## config.mk

```make
export PLATFORM = sky130hd
export DESIGN_NAME = fetch_reorder_queue
export DESIGN_NICKNAME = d
export VERILOG_FILES = /design/src/rtl/fetch_reorder_queue.sv
export SDC_FILE = /design/constraint.sdc
export NUM_CORES = 1
export LEC_CHECK = 0
export ABC_AREA = 0
export BUFFER_PORTS_ARGS = -buffer_cell sky130_fd_sc_hd__buf_4
export CORE_AREA = 2 2 291 293
export CTS_BUF_LIST = sky130_fd_sc_hd__clkbuf_8
export DETAILED_ROUTE_END_ITERATION = 7
export DIE_AREA = 0 0 293 295
export HOLD_SLACK_MARGIN = 0.02
export PLACE_DENSITY = 0.47
export SLEW_MARGIN = 0
export SYNTH_ARGS = -nofsm -noshare
export SYNTH_HDL_FRONTEND = slang
export SYNTH_SLANG_ARGS = --single-unit
```

## constraint.sdc

```tcl
create_clock -name clk -period 40 [get_ports clk]
set_input_delay 2 -clock clk [delete_from_list [all_inputs] [get_ports clk]]
set_output_delay 2 -clock clk [all_outputs]
set_load 0.01 [all_outputs]
```

## src/rtl/fetch_reorder_queue.sv

```systemverilog
`default_nettype none
// ============================================================================
//  Module      : fetch_reorder_queue
//  Description : Collapsing fetch-side instruction queue. Emits one entry per
//                cycle in program order, dropping non-delay-slot nops,
//                hoisting an independent lw over up to WINDOW-1 older entries
//                and filling an empty branch delay slot with the preceding
//                independent instruction.
//  Revision    : 1.0 - initial release
// ============================================================================
module fetch_reorder_queue #(
   parameter int DEPTH    = 4,
   parameter int WINDOW   = 2,
   parameter bit SKIP_NOP = 1'b1
) (
   input  logic                     clk,
   input  logic                     reset,
   input  logic                     flush,
   input  logic                     in_valid,
   output logic                     in_ready,
   input  logic [31:0]              in_pc,
   input  logic [31:0]              in_instr,
   output logic                     out_valid,
   input  logic                     out_ready,
   output logic [31:0]              out_pc,
   output logic [31:0]              out_instr,
   output logic                     out_hoisted,
   output logic [$clog2(DEPTH):0]   count
);
   localparam int IW = $clog2(DEPTH);
   localparam int CW = IW + 1;

   typedef enum logic [0:0] {NORMAL = 1'b0, DSLOT = 1'b1} state_t;

   // {is_branch_or_jump, is_lw}
   function automatic logic [1:0] instruction_traits(input logic [31:0] ins);
      logic [5:0] op;
      logic [5:0] fn;
      logic       br;
      op = ins[31:26];
      fn = ins[5:0];
      br = (op >= 6'h01 && op <= 6'h07) || (op == 6'h00 && (fn == 6'h08 || fn == 6'h09));
      return {br, op == 6'h23};
   endfunction

   // {read mask, write mask}; bits 0..31 are GPRs ($0 excluded), bit 32 is memory
   function automatic logic [65:0] rw_mask(input logic [31:0] ins);
      logic [32:0] r;
      logic [32:0] w;
      logic [5:0]  rs;
      logic [5:0]  rt;
      logic [5:0]  rd;
      r  = '0;
      w  = '0;
      rs = {1'b0, ins[25:21]};
      rt = {1'b0, ins[20:16]};
      rd = {1'b0, ins[15:11]};
      case (ins[31:26])
         6'h00: begin
            r[rs] = 1'b1;
            r[rt] = 1'b1;
            if (ins[5:0] != 6'h08) w[rd] = 1'b1;
         end
         6'h01, 6'h06, 6'h07: r[rs] = 1'b1;
         6'h02: ;
         6'h03: w[31] = 1'b1;
         6'h04, 6'h05: begin
            r[rs] = 1'b1;
            r[rt] = 1'b1;
         end
         6'h08, 6'h09, 6'h0a, 6'h0b, 6'h0c, 6'h0d, 6'h0e, 6'h0f: begin
            r[rs] = 1'b1;
            w[rt] = 1'b1;
         end
         6'h20, 6'h21, 6'h22, 6'h23, 6'h24, 6'h25, 6'h26: begin
            r[rs] = 1'b1;
            r[32] = 1'b1;
            w[rt] = 1'b1;
         end
         6'h28, 6'h29, 6'h2a, 6'h2b, 6'h2e: begin
            r[rs] = 1'b1;
            r[rt] = 1'b1;
            w[32] = 1'b1;
         end
         default: begin
            r[rs] = 1'b1;
            r[rt] = 1'b1;
         end
      endcase
      r[0] = 1'b0;
      w[0] = 1'b0;
      return {r, w};
   endfunction

   function automatic logic indep(input logic [32:0] ra, input logic [32:0] wa,
                                  input logic [32:0] rb, input logic [32:0] wb);
      return ((wa & (rb | wb)) == '0) && ((wb & (ra | wa)) == '0);
   endfunction

   logic [31:0]      q_pc    [DEPTH];
   logic [31:0]      q_instr [DEPTH];
   logic [32:0]      q_rm    [DEPTH];
   logic [32:0]      q_wm    [DEPTH];
   logic [DEPTH-1:0] q_kill;
   logic [DEPTH-1:0] q_br;
   logic [DEPTH-1:0] q_lw;
   logic [CW-1:0]    cnt;
   state_t           state;
   logic             ready_q;

   logic             lock;
   logic [IW-1:0]    lock_idx;
   logic             lock_hoist;
   logic             lock_fill;
   state_t           lock_state;

   logic             emit;
   logic             drop;
   logic [IW-1:0]    sel;
   logic             sel_hoist;
   logic             sel_fill;
   state_t           sel_state;
   logic             found;
   logic             blocked;
   logic             ok;

   logic             fire;
   logic             remove;
   logic             push;
   logic [IW-1:0]    rem;
   logic [CW-1:0]    cnt_after;
   logic [CW-1:0]    cnt_next;
   logic [IW-1:0]    wr_idx;

   // Choose the entry to present: the frozen choice while locked, else first matching rule
   always_comb begin
      emit      = 1'b0;
      drop      = 1'b0;
      sel       = '0;
      sel_hoist = 1'b0;
      sel_fill  = 1'b0;
      sel_state = state;
      found     = 1'b0;
      blocked   = 1'b0;
      ok        = 1'b0;
      if (lock) begin
         emit      = 1'b1;
         sel       = lock_idx;
         sel_hoist = lock_hoist;
         sel_fill  = lock_fill;
         sel_state = lock_state;
      end else if (cnt != '0) begin
         if (q_kill[0]) begin
            drop = 1'b1;
         end else if (state == DSLOT) begin
            emit      = 1'b1;
            sel_state = q_br[0] ? DSLOT : NORMAL;
         end else if (SKIP_NOP && q_instr[0] == 32'd0) begin
            drop = 1'b1;
         end else if (q_br[0]) begin
            emit      = 1'b1;
            sel_state = DSLOT;
         end else if (cnt >= CW'(3) && q_br[1] && q_instr[2] == 32'd0 && !q_lw[0] &&
                      !q_kill[1] && !q_kill[2] &&
                      indep(q_rm[0], q_wm[0], q_rm[1], q_wm[1])) begin
            // entry0 becomes the delay slot; the original nop slot is killed
            emit      = 1'b1;
            sel       = IW'(1);
            sel_hoist = 1'b1;
            sel_fill  = 1'b1;
            sel_state = DSLOT;
         end else begin
            emit    = 1'b1;
            blocked = q_lw[0];
            for (int k = 1; k < WINDOW; k++) begin
               if (!found && !blocked && CW'(k) < cnt && q_lw[k] && !q_kill[k]) begin
                  ok = 1'b1;
                  for (int j = 0; j < k; j++) begin
                     ok = ok & indep(q_rm[j], q_wm[j], q_rm[k], q_wm[k]);
                  end
                  if (ok) begin
                     found     = 1'b1;
                     sel       = IW'(k);
                     sel_hoist = 1'b1;
                  end
               end
               blocked = blocked | q_lw[k] | q_br[k] | q_kill[k];
            end
         end
      end
   end

   assign fire        = emit & out_ready;
   assign remove      = fire | drop;
   assign rem         = drop ? '0 : sel;
   assign push        = in_valid & in_ready;
   assign cnt_after   = cnt - CW'(remove);
   assign cnt_next    = cnt_after + CW'(push);
   assign wr_idx      = cnt_after[IW-1:0];

   assign out_valid   = emit;
   assign out_pc      = emit ? q_pc[sel] : 32'd0;
   assign out_instr   = emit ? q_instr[sel] : 32'd0;
   assign out_hoisted = emit & sel_hoist;
   assign count       = cnt;
   assign in_ready    = ready_q & ~reset;

   // Queue storage, compaction, enqueue, slot state and backpressure lock
   always_ff @(posedge clk) begin
      if (reset || flush) begin
         cnt        <= '0;
         state      <= NORMAL;
         ready_q    <= 1'b1;
         lock       <= 1'b0;
         lock_idx   <= '0;
         lock_hoist <= 1'b0;
         lock_fill  <= 1'b0;
         lock_state <= NORMAL;
      end else begin
         if (remove) begin
            for (int i = 0; i < DEPTH - 1; i++) begin
               if (i >= int'(rem)) begin
                  q_pc[i]    <= q_pc[i+1];
                  q_instr[i] <= q_instr[i+1];
                  q_rm[i]    <= q_rm[i+1];
                  q_wm[i]    <= q_wm[i+1];
                  q_kill[i]  <= q_kill[i+1];
                  q_br[i]    <= q_br[i+1];
                  q_lw[i]    <= q_lw[i+1];
               end
            end
         end
         // after compaction the nop that followed the hoisted branch sits at rem
         if (fire && sel_fill) q_kill[rem] <= 1'b1;
         if (push) begin
            q_pc[wr_idx]                  <= in_pc;
            q_instr[wr_idx]               <= in_instr;
            q_kill[wr_idx]                <= 1'b0;
            {q_br[wr_idx], q_lw[wr_idx]}  <= instruction_traits(in_instr);
            {q_rm[wr_idx], q_wm[wr_idx]}  <= rw_mask(in_instr);
         end
         cnt     <= cnt_next;
         ready_q <= (cnt_next < CW'(DEPTH));
         if (fire) begin
            state <= sel_state;
            lock  <= 1'b0;
         end else if (emit && !lock) begin
            lock       <= 1'b1;
            lock_idx   <= sel;
            lock_hoist <= sel_hoist;
            lock_fill  <= sel_fill;
            lock_state <= sel_state;
         end
      end
   end
endmodule
`default_nettype wire

```

# [After elaboration in Yosys (flattened, before gate mapping)]
# Memories as Yosys holds them, arrays and structs flattened.
# Index checks and enable logic that the tools add are counted.
[totals] reg_bits=287 ramBits=256 output_inout_bits=70 word_cells=252 memories=2
[op_classes] n_addsub=2 n_lt_le_gt_ge=20 eq_ne=28 n_mux=121 n_bitwise=17 reduce_logical=41
[memory_table] name="q_instr" depth=4 word_bits=32 read_ports=5 rd_ports_with_merged_regs=0 write_ports=4 line_no="101" rtl="logic [31:0] q_instr [DEPTH];"
[memory_table] name="q_pc" depth=4 word_bits=32 read_ports=4 rd_ports_with_merged_regs=0 write_ports=4 line_no="100" rtl="logic [31:0] q_pc [DEPTH];"
[ops] cell="99-bit two-way mux" n=4
[ops] cell="33-bit two-way mux" n=9
[ops] cell="132-bit bitwise mux" n=2
[ops] cell="132-bit two-way mux" n=2
[ops] cell="33-bit one-hot mux with 3 select lines" n=1
[ops] cell="32-bit two-way mux" n=3
[ops] cell="1-bit two-way mux" n=74
[ops] cell="6-bit equality test, second input constant" n=12
[ops] cell="33-bit bitwise AND" n=2
[ops] cell="33-bit demux with 2-bit select" n=1
[ops] cell="33-bit zero test" n=2
[ops] cell="33-bit OR" n=2
[ops] cell="32-bit zero test" n=2
[ops] cell="31-bit two-way mux" n=2
[ops] cell="31-bit one-hot mux with 2 select lines" n=1
[ops] cell="6-bit by 4-bit equality test with 1-bit output, second input constant" n=10
[ops] cell="32-bit OR" n=1
[ops] cell="3-bit two-way mux" n=8
[ops] cell="5-bit by 7-bit less-than comparator with 1-bit output, second input constant" n=3
[ops] cell="1-bit logical AND" n=20
[ops] cell="1-bit demux with 5-bit select" n=3
[ops] cell="5-bit by 1-bit greater-or-equal comparator with 1-bit output, second input constant" n=3
[ops] cell="15-bit OR reduction" n=1
[ops] cell="6-bit by 2-bit equality test with 1-bit output, second input constant" n=2
[ops] cell="38 further kinds" n=59

# [Logic depth before layout (Yosys ltp)]
# Gate-level depths: netlist of run 1.
[depth] ltp_word=24 ltp_mapped=13 depth_no_buf=13

# [Worst setup path before layout of run 1]
# Ideal clock, no wire load.
[synth_timing] kind="input to register" from="input out_ready" to="register q_br[3] (enable)" t_arrival_ns=15.344 setup_slack_ns=23.719 stages=6 path_cell_list="buf_2 > a21o_1 > and2_1 > ha_1 > ha_1 > nor4_1"
[synth_lines] element="start, declared" line_no="24" rtl="input logic out_ready,"
[synth_lines] element="end signal, assigned by index" line_no="228" rtl="q_br[i] <= q_br[i+1];"
[synth_lines] element="end signal, assigned by index" line_no="239" rtl="{q_br[wr_idx], q_lw[wr_idx]} <= instruction_traits(in_instr);"
[synth_lines] element="end, declared" line_no="105" rtl="logic [DEPTH-1:0] q_br;"

# [Final worst setup path of run 1]
[layout_timing] from="register q_wm[117] in the netlist's numbering" to="output out_pc[8]"
[layout_via] elab_chain_cells=15 word_cells_on_any_way=18 classes_between="mux (10); bitwise (3); reduce/logical (4); memory (1)"
[layout_rtl] element="start, declared" line_no="103" rtl="logic [32:0] q_wm [DEPTH];"
[layout_rtl] element="start signal, assigned by index" line_no="226" rtl="q_wm[i] <= q_wm[i+1];"
[layout_rtl] element="start signal, assigned by index" line_no="240" rtl="{q_rm[wr_idx], q_wm[wr_idx]} <= rw_mask(in_instr);"
[layout_rtl] element="33-bit OR" line_no="97" rtl="return ((wa & (rb | wb)) == '0) && ((wb & (ra | wa)) == '0);"
[layout_rtl] element="33-bit bitwise AND" line_no="97"
[layout_rtl] element="33-bit zero test" line_no="97"
[layout_rtl] element="1-bit logical AND *" line_no="97"
[layout_rtl] element="1-bit two-way mux" line_no="181" rtl="if (ok) begin"
[layout_rtl] element="1-bit two-way mux" line_no="176" rtl="if (!found && !blocked && CW'(k) < cnt && q_lw[k] && !q_kill[k]) begin"
[layout_rtl] element="1-bit two-way mux *" line_no="163" rtl="end else if (cnt >= CW'(3) && q_br[1] && q_instr[2] == 32'd0 && !q_lw[0] &&"
[layout_rtl] element="1-bit two-way mux *" line_no="160" rtl="end else if (q_br[0]) begin"
[layout_rtl] element="1-bit two-way mux *" line_no="158" rtl="end else if (SKIP_NOP && q_instr[0] == 32'd0) begin"
[layout_rtl] element="1-bit two-way mux *" line_no="155" rtl="end else if (state == DSLOT) begin"
[layout_rtl] element="1-bit two-way mux *" line_no="153" rtl="if (q_kill[0]) begin"
[layout_rtl] element="1-bit two-way mux *" line_no="152" rtl="end else if (cnt != '0) begin"
[layout_rtl] element="2-bit two-way mux *" line_no="146" rtl="if (lock) begin"
[layout_rtl] element="memory read 4 x 32 bit *"
[layout_rtl] element="32-bit two-way mux *" line_no="202" rtl="assign out_pc = emit ? q_pc[sel] : 32'd0;"
[layout_rtl] element="end, declared" line_no="25" rtl="output logic [31:0] out_pc,"
# Mark *: on every way between the ends. The rest lies on a longest branch, timed or not.

==> metrics, run 1 <==
P_int 1.06 mW; R2R setup slack between 30 and 40 ns; Worst Path Arrival 4.61 ns; Syn Nets between 2000 and 2500; post-synthesis cell type count between 50 and 60; Lkg Pwr 10.5 nW; Cells after Synth 2165; GRT Util Overall 0.187; first-pass GRT wire length 123000 um; status finished clean; diode count 0; antenna-violating nets left 0; Slew Viols, Final 0; Mean Syn Cell Area roughly 12 um^2; Crit Reg-Reg Startpoint q_instr[0][19]; CTS tree done; Synthesis Warnings 0; Switching Power 0.483 mW; Non-Filler Instances around 3400; Layout Area Growth over Synthesis 14.1%; dpl ws 33.92 ns; combinational family with the most area after synthesis compound AO/OA/AOI/OAI gates; Final Hold Vio Count 0; Post-CTS Resized 0; EDFF count, synth 530; Final period util 0.165; f_max approximately 150 MHz; Worst Hold Depth 2; Reg power frac 0.478; Avg WL per Cell roughly 24 um; RSZ-0062 raised after global routing no; final setup vio count 0; Async SR Flop Fraction 0; Design Area, Final between 0.03 and 0.04 mm^2; layout cells sized above 1 0.213; CP most frequent cell buf_4; Die Width between 200 and 300 um; detailed-route DRC error count 0; Worst Reg2Reg Path Length in Cells 12; total negative setup slack 0 ns; drt total wl a little over 80000 um; slowest library cell on the worst path buf_4; Clk pwr share 0.309; Cell Area, Placed 0.0284 mm^2; Cell Chain, Critical Path a222oi_1, o2111ai_1, nor4_1, nand4_1, o21ai_4, buf_4, a32oi_1, a21oi_1, buf_4; Initial DRC Count roughly 1600; nature of the critical path endpoint output port; Max Cap Viol 0; CP max FO 65; CTS sink count 541; vias in the first global route about 19000; fraction of power spent switching nets 0.312; Combinational Power Share 0.212; sequential fraction of the synthesis area 0.610; commonest non-fill, non-tap cell in the layout edfxtp_1; Synth Area in Compound Gates 0.141; largest net degree at the start of global routing ~110; Synth Area in Adders 0.00189; Peak VDD IR about 0.025 mV; most frequent cells in the layout edfxtp_1, nand2_1, a21oi_1; insertion delay to the later sink of the worst-skew pair 0.72 ns; P per Cell Area around 51 mW/mm^2; Worst path max stage delay 0.78 ns; TritonCTS buffer count slightly below 100; IO Port Bufs roughly 140; Top Ports approximately 140; # rows 106; Final WS setup ~33 ns; H-Tree Depth 3; mux contribution to synthesized area 0.134; First-pass DRT Iterations 5; vias per std cell 5.51; die footprint approximately 0.086 mm^2; initial antenna violation count 1; Setup Buffers After CTS 0; CTS max path bufs 3; Filler cells 8088; final net count 2348; GPL Wtd Cong between 0.8 and 0.9; CORE AREA between 0.08 and 0.09 mm^2; die span in y 295 um; register bit total from synthesis roughly 540; Clock Tree Root clkbuf_8; Critical Path RT between 30 and 40 ns; Clk pin slew, worst setup/hold paths roughly 0.050 ns; Slew headroom 0.267; final clock skew approximately 0.071 ns; dpl cells ~3300; Worst Hold Launch lock_hoist; worst slew pin tran 1.10 ns; Synth Flop Type edfxtp_1; Hold Crit Endpoint lock_hoist; grt ovf 0; cts hold-fix bufs 0; Initial Util 0.318; Worst setup SP type flop; Setup Crit Path Kind flop to output port; Hold Crit Class flop to flop; Crit Reg-Reg Endpoint q_instr[2][5]; Synth Area in Simple Gates 0.0812; XOR/XNOR Fraction of Synth Area 0.000663; min cycle time layout between 6 and 7 ns; Mapped Area 0.0264 mm^2; total number of vias ~19000; Final HPWL DP about 50000 um
kinds of logic after synthesis:
| logic type | Yosys count |
|---|---|
| AOI/OAI and AO/OA | 627 |
| DFF | 541 |
| and+or+nand+nor | 485 |
| muxes | 330 |
| buffers and inverters | 176 |
| adders and majority gates | 4 |
| xor gates and xnor gates | 2 |
metrics by stage:
step,hold slack [ns],utilization,power [mW]
after global placement,0.478,0.342,1.08
after detailed placement,0.482,0.342,1.08
after floorplan,0.432,-,0.971
after CTS,0.489,0.363,1.57
after global routing,0.512,0.363,1.62
final,0.484,0.363,1.55
power by group through the flow:
stage	combinational [mW]	sequential, mW	clock, mW
final	0.328	0.740	0.478
after global routing	0.359	0.746	0.517
after CTS	0.333	0.739	0.493
after detailed placement	0.332	0.750	0
after global placement	0.326	0.749	0
after floorplan	0.229	0.743	0
critical path: cells and delay by family (launching register included):
kind            cells  cell delay (ns)
buf+inv             2             0.95
simple gates        2             0.94
compound gates      5             1.56
flops               1             0.42
how the worst max path moves through the flow:
stage | start | endpoint | cells after the start
after floorplan | out_ready | q_br[3] | 6
after global placement | out_ready | q_pc[2][26] | 10
after detailed placement | out_ready | q_instr[2][22] | 10
after CTS | q_instr[2][7] | out_pc[28] | 9
after global routing | q_wm[117] | out_instr[4] | 9
final | q_wm[117] | out_pc[8] | 9
sequential cells by signal (all words and copies together), names as in the netlist, 2 cells and up:
signal / flops
lock_idx: 2
q_pc: 128
count: 3
q_rm: 131
q_lw: 4
q_kill: 4
q_wm: 131
q_instr: 128
q_br: 4
cell usage after synthesis, types with 32 or more instances:
library cell  number  area (um^2)
edfxtp_1         530        15900
nand2_1          239          897
a21oi_1          221         1110
mux2_2           191         2150
mux2i_1          139         1390
o21ai_0          138          691
clkbuf_1         121          454
nor2_1           116          435
o21ai_1           68          340
a22oi_1           67          503
a32oi_1           64          561
o22ai_1           32          200
layer usage:
layer / track usage / vias up / wire length (um)
li1: - / 8579 / -
met1: 0.252 / 9575 / 36700
met2: 0.310 / 600 / 39600
met3: 0.0326 / 122 / 4930
met4: 0.0529 / 2 / 1640
met5: 0 / - / 13
area by class of cell:
type | instances | area (um^2) | area share
timing repair buffer | 167 | 1250 | 0.0416
tap | 1080 | 1350 | 0.0448
clock inverter | 73 | 342 | 0.0113
clock buffer | 100 | 1380 | 0.0456
inverter | 19 | 78.8 | 0.00261
multi-input combinational | 1448 | 9620 | 0.319
sequential | 541 | 16100 | 0.535
No activity file was read; power rests on OpenSTA's default activity.
==> inputs of run 2 (changes only) <==
==> constraint.sdc (replaced) <==
create_clock -name clk -period 6.2 [get_ports clk]
set_input_delay 0.31 -clock clk [delete_from_list [all_inputs] [get_ports clk]]
set_output_delay 0.31 -clock clk [all_outputs]
set_load 0.01 [all_outputs]
==> run 2 against run 1 <==
  * Register-to-register slack got worse by 33 ns
  * Via count up 1.5%
  * Wire length about the same
  * Critical path depth stayed put
  * Non-clock buffer count rose by 73
  * Clock power rose to 6.5 times the previous value
  * Worst setup slack got worse by 32 ns
  * Core utilization is 1.0 points higher
  * Global-route usage grew 0.16 points
  * Largest cell class unchanged
==> metrics, run 2 (same netlist as run 1, synthesis figures left out) <==
Clk pin slew, worst setup/hold paths 0.06 ns (about the same); Reg power frac 0.472 (-0.006); total number of vias 19200 (+1.5%); Peak VDD IR 0.203 mV (+720%); Final WS setup 0.980 ns (-32.41 ns); fraction of power spent switching nets 0.314 (+0.00152); Clk pwr share 0.310 (about the same); antenna-violating nets left 0 (unchanged); IO Port Bufs 138 (unchanged); grt ovf 0 (unchanged); dpl cells 3261 (+0.18%); Clock Tree Root clkbuf_8; Slew Viols, Final 0 (unchanged); Worst Setup EP out_pc[13]; CP max FO 34 (-48%); Top Ports 139 (unchanged); RSZ-0062 raised after global routing no; Layout Area Growth over Synthesis 17.4%; initial antenna violation count 1 (unchanged); Setup Crit Path Kind flop to output port; die span in y 295 um (unchanged); Crit Reg-Reg Endpoint q_instr[1][22]; P per Cell Area 325 mW/mm^2 (+530%); vias in the first global route 19600 (+2.9%); CTS tree done; f_max approximately 190 MHz; Final HPWL DP 49500 um (+1.2%); GPL Wtd Cong 0.842 (-4.2%); CORE AREA 0.0832 mm^2 (unchanged); Filler cells 8108 (+0.25%); first-pass GRT wire length 124000 um (+0.76%); min cycle time layout roughly 5.2 ns; insertion delay to the later sink of the worst-skew pair 0.74 ns (+0.02 ns); # rows 106 (unchanged); Design Area, Final 0.0310 mm^2 (+2.9%); Slew headroom 0.226 (-0.0412); Hold Crit Class input port to flop; status finished clean; vias per std cell 5.47 (-0.74%); Crit Reg-Reg Startpoint q_instr[0][8]; final net count 2422 (+3.2%); Final period util 0.842; H-Tree Depth 3 (unchanged); Worst Path Arrival 4.91 ns (+0.30 ns); largest net degree at the start of global routing 81 (-28%); nature of the critical path endpoint output port; most frequent cells in the layout edfxtp_1, nand2_1, a21oi_1; Initial DRC Count 1556 (-4.7%); GRT Util Overall 0.189 (+0.00157); Regs by FF count q_rm (131), q_wm (131); Avg WL per Cell 23.7 um (-2.2%); commonest non-fill, non-tap cell in the layout edfxtp_1; Combinational Power Share 0.218 (+0.006); Die Width 293 um (unchanged); Post-CTS Resized 0 (unchanged); Initial Util 0.318 (unchanged); layout cells sized above 1 0.212 (-0.00183); Worst Reg2Reg Path Length in Cells 11 (-1); final clock skew 0.0630 ns (-0.00769 ns); Worst setup SP type flop; detailed-route DRC error count 0 (unchanged); final core utilization 0.373 (+0.0104); Total Power 10.1 mW (+550%); Lkg Pwr 10.8 nW (+2.8%); Max Cap Viol 0 (unchanged); R2R setup slack 1.74 ns (-32.60 ns); CTS sink count 541 (unchanged); Final Hold Vio Count 0 (unchanged); CTS max path bufs 3 (unchanged); Non-Filler Instances 3506 (+2.3%); final setup vio count 0 (unchanged); worst slew pin tran 1.16 ns (+0.0591 ns); die footprint 0.0864 mm^2 (unchanged); First-pass DRT Iterations 5 (unchanged); drt total wl 83000 um (about the same); Setup Buffers After CTS 0 (unchanged); Setup crit start q_wm[102]; Cell Area, Placed 0.0286 mm^2 (+0.57%); dpl ws 1.79 ns (-32.14 ns); Worst Hold Launch flush; P_int 6.92 mW (+550%); Critical Path RT 5.89 ns (-32.11 ns); TritonCTS buffer count 99 (+1.0%); Switching Power 3.16 mW (+560%); cts hold-fix bufs 67 (+67)
run 2: changes by cell type in the layout (fill, tap and decap cells not counted), moves of 2 or more:
cell / before / now
buf_12: 0 / 8
buf_4: 167 / 165
clkinv_1: 13 / 27
clkinv_2: 5 / 10
clkinvlp_4: 0 / 2
dlygate4sd3_1: 0 / 67
inv_1: 67 / 52
inv_12: 1 / 3
inv_8: 3 / 0
run 2: stage by stage:
step           TNS [ns]  hold WS [ns]
5_1_grt               0         0.162
2_1_floorplan    -14.86         0.409
6_report              0         0.167
3_5_place_dp          0         0.485
3_3_place_gp          0         0.469
4_1_cts               0         0.121
run 2: cell type report:
type	count	area, um^2	share of cell area
flip-flops and latches	541	16100	0.520
multi-input cells	1448	9650	0.311
repair buffers	240	2070	0.0667
clock buffers	99	1360	0.0439
well taps	1080	1350	0.0436
clock inverters	78	380	0.0123
inverters	19	75.1	0.00242
diodes	1	2.50	0.0000807
run 2: metal layers:
layer	GRT usage	wire (um)	vias to the layer above
met5	0	0	-
met4	0.0679	2440	0
met3	0.0395	5370	140
met2	0.306	38900	660
met1	0.249	36300	9650
li1	-	-	8714
run 2: power by group through the flow:
stage               Combinational [mW]  Clock [mW]  Sequential (mW)
floorplan                         1.49           0             4.78
global placement                  2.14           0             4.82
detailed placement                2.18           0             4.83
CTS                               2.22        3.21             4.76
global route                      2.41        3.35             4.80
finish                            2.20        3.12             4.76
run 2: critical path, cell delays in order (launching register included):
cell,delay (ns)
edfxtp_1,0.41
o21ai_0,0.42
nand4_1,0.28
nor4_1,0.56
nand4_1,0.58
o21ai_4,1.01
buf_12,0.31
a32oi_1,0.14
a21oi_1,0.28
buf_4,0.17
run 2: how the worst min path moves through the flow:
stage / slack [ns] / to / depth (start not counted)
2_1_floorplan: 0.41 / q_instr[3][0] / 0
3_3_place_gp: 0.47 / lock_hoist / 2
3_5_place_dp: 0.48 / lock_state / 2
4_1_cts: 0.12 / state / 3
5_1_grt: 0.16 / state / 3
6_report: 0.17 / state / 3
==> inputs of run 3 (changes only) <==
--- a/config.mk
+++ b/config.mk
@@ -12,7 +12,7 @@
 export DETAILED_ROUTE_END_ITERATION = 7
 export DIE_AREA = 0 0 293 295
 export HOLD_SLACK_MARGIN = 0.02
-export PLACE_DENSITY = 0.47
+export PLACE_DENSITY = 0.49
 export SLEW_MARGIN = 0
 export SYNTH_ARGS = -nofsm -noshare
 export SYNTH_HDL_FRONTEND = slang
==> constraint.sdc (replaced) <==
create_clock -name clk -period 4.65 [get_ports clk]
set_input_delay 0.2325 -clock clk [delete_from_list [all_inputs] [get_ports clk]]
set_output_delay 0.2325 -clock clk [all_outputs]
set_load 0.01 [all_outputs]
==> run 3 against run 2 <==
  * Register-to-register slack worse by 1.3 ns
  * Non-clock buffer count up 4
  * Via count fell by 0.64%
  * Worst setup slack got worse by 0.84 ns
  * Hold slack lost 0.025 ns
  * Combinational power rose by 36%
  * Clock power up 40%
  * Total power up 36%
==> metrics, run 3 (same netlist as run 1, synthesis figures left out) <==
Worst path max stage delay 0.62 ns (-0.39 ns); status finished clean; Max Cap Viol 0 (unchanged); final setup vio count 0 (unchanged); Lkg Pwr 10.9 nW (+1.2%); worst slew pin tran 1.06 ns (-0.0994 ns); H-Tree Depth 3 (unchanged); Worst Hold Depth 3 (unchanged); Filler cells 8037 (-0.88%); CTS sink count 541 (unchanged); detailed-route DRC error count 0 (unchanged); Regs by FF count q_rm (131), q_wm (131); Crit Reg-Reg Endpoint q_pc[2][10]; Initial Util 0.318 (unchanged); Worst Hold Launch flush; Slew Viols, Final 0 (unchanged); first-pass GRT wire length 123000 um (-1.2%); Final period util 0.970; min cycle time layout ~4.5 ns; Top Ports 139 (unchanged); Final WS setup 0.139 ns (-0.841 ns); insertion delay to the later sink of the worst-skew pair 0.73 ns (about the same); vias per std cell 5.43 (-0.69%); Combinational Power Share 0.218 (about the same); P_int 9.54 mW (+38%); die span in y 295 um (unchanged); die footprint 0.0864 mm^2 (unchanged); Design Area, Final 0.0314 mm^2 (+1.2%); RSZ-0062 raised after global routing no; fraction of power spent switching nets 0.304 (-0.00972); Slew headroom 0.294 (+0.0681); antenna-violating nets left 0 (unchanged); Non-Filler Instances 3508 (+0.057%); Clk pin slew, worst setup/hold paths 0.07 ns (about the same); Clock Tree Root clkbuf_8; Final HPWL DP 48000 um (-3.0%); slowest library cell on the worst path or4_1; Worst setup SP type flop; Peak VDD IR 0.244 mV (+20%); Total Power 13.7 mW (+36%); CP most frequent cell buf_4; # rows 106 (unchanged); Setup Crit Path Kind flop to output port; Worst Path Arrival 4.28 ns (-0.63 ns); GPL Wtd Cong 0.855 (+1.6%); GRT Util Overall 0.185 (-0.00379); IO Port Bufs 138 (unchanged); largest net degree at the start of global routing 148 (+83%); Top delay family on crit path compound AO/OA/AOI/OAI gates; final net count 2425 (+0.12%); commonest non-fill, non-tap cell in the layout edfxtp_1; drt total wl 81300 um (-2.0%); layout cells sized above 1 0.214 (+0.00280); vias in the first global route 19400 (-0.90%); Worst Reg2Reg Path Length in Cells 11 (unchanged); Switching Power 4.17 mW (+32%); TritonCTS buffer count 98 (-1.0%); dpl cells 3265 (+0.12%); CTS max path bufs 3 (unchanged); Hold Crit Endpoint lock_fill; CORE AREA 0.0832 mm^2 (unchanged); Cell Area, Placed 0.0289 mm^2 (+0.87%); Initial DRC Count 1653 (+6.2%); nature of the critical path endpoint output port; Critical Path RT 4.42 ns (-1.47 ns); CTS tree done; f_max 222 MHz; most frequent cells in the layout edfxtp_1, nand2_1, a21oi_1; R2R setup slack 0.46 ns (-1.28 ns); CP max FO 45 (+32%); Final Hold Vio Count 0 (unchanged); Avg WL per Cell 23.2 um (-2.1%); Crit Reg-Reg Startpoint q_instr[0][8]; grt ovf 0 (unchanged); Reg power frac 0.463 (-0.009); Cell Chain, Critical Path o21ai_0, buf_4, nand4_1, or4_1, a211o_1, o21ai_4, buf_12, buf_4, a32oi_1, a21oi_1, buf_4; dpl ws 0.525 ns (-1.26 ns); Layout Area Growth over Synthesis 18.7%; P per Cell Area 437 mW/mm^2 (+34%); total number of vias 19000 (-0.64%); Hold Crit Class input port to flop; initial antenna violation count 3 (+2); Setup Buffers After CTS 0 (unchanged); final clock skew 0.0695 ns (+0.00650 ns); Die Width 293 um (unchanged); Clk pwr share 0.319 (+0.009); Buf/Inv on CP 4 (+2); First-pass DRT Iterations 5 (unchanged)
-- run 3: power by group through the flow --
stage	sequential (mW)	clock (mW)	combinational, mW
6_report	6.34	4.38	2.99
3_3_place_gp	6.42	0	2.91
3_5_place_dp	6.43	0	2.97
2_1_floorplan	6.36	0	1.99
4_1_cts	6.34	4.50	3.02
5_1_grt	6.39	4.69	3.26
-- run 3: per-layer routing --
metal / GRT usage / share of wire / vias up
met1: 0.248 / 0.44 / 9575
met4: 0.0443 / 0.015 / 2
met2: 0.309 / 0.48 / 624
li1: - / - / 8734
met5: 0 / 0.00016 / -
met3: 0.0336 / 0.059 / 107
-- run 3: repair_timing --
item	in CTS	in global routing
endpoints found under the hold margin	261	0
hold buffers	67	0
gates resized for setup	0	1
endpoints found under the setup margin	0	5
-- run 3: how the worst max path moves through the flow --
stage / from / end / cells after the start / slack (ns)
finish: q_wm[68] / out_instr[1] / 11 / 0.14
global route: q_wm[68] / out_pc[0] / 11 / 0.008
CTS: q_wm[116] / out_instr[0] / 9 / 0.003
detailed placement: q_instr[0][8] / q_pc[2][27] / 11 / 0.53
global placement: q_instr[0][8] / q_pc[2][14] / 11 / 0.54
floorplan: q_instr[0][16] / q_br[3] / 8 / -1.66
-- run 3: metrics by stage --
| stage | TNS [ns] | hold slack, ns | util |
|---|---|---|---|
| 2_1_floorplan | -216.69 | 0.331 | - |
| 3_3_place_gp | 0 | 0.436 | 0.347 |
| 3_5_place_dp | 0 | 0.440 | 0.347 |
| 4_1_cts | 0 | 0.104 | 0.377 |
| 5_1_grt | 0 | 0.130 | 0.377 |
| 6_report | 0 | 0.142 | 0.377 |
-- run 3: worst reg2reg max path, stage by stage (launching register included) --
cell and delay (ns):
edfxtp_1 0.39, nor4_1 0.59, nand4_1 0.35, o31ai_1 0.42, a21o_1 0.22, and2_1 0.14, ha_1 0.33, inv_1 0.20
nor3_2 0.37, nand2b_4 0.22, o21ai_4 0.27, buf_12 0.30
-- run 3: final cells by class --
type | instances | area (um^2) | share of cell area
Clock inverter | 75 | 487 | 0.0155
Antenna cell | 2 | 5.00 | 0.000159
Inverter | 19 | 75.1 | 0.00239
Sequential cell | 541 | 16100 | 0.514
Multi-Input combinational cell | 1448 | 9650 | 0.307
Timing Repair Buffer | 244 | 2320 | 0.0741
Clock buffer | 99 | 1360 | 0.0434
Tap cell | 1080 | 1350 | 0.0431
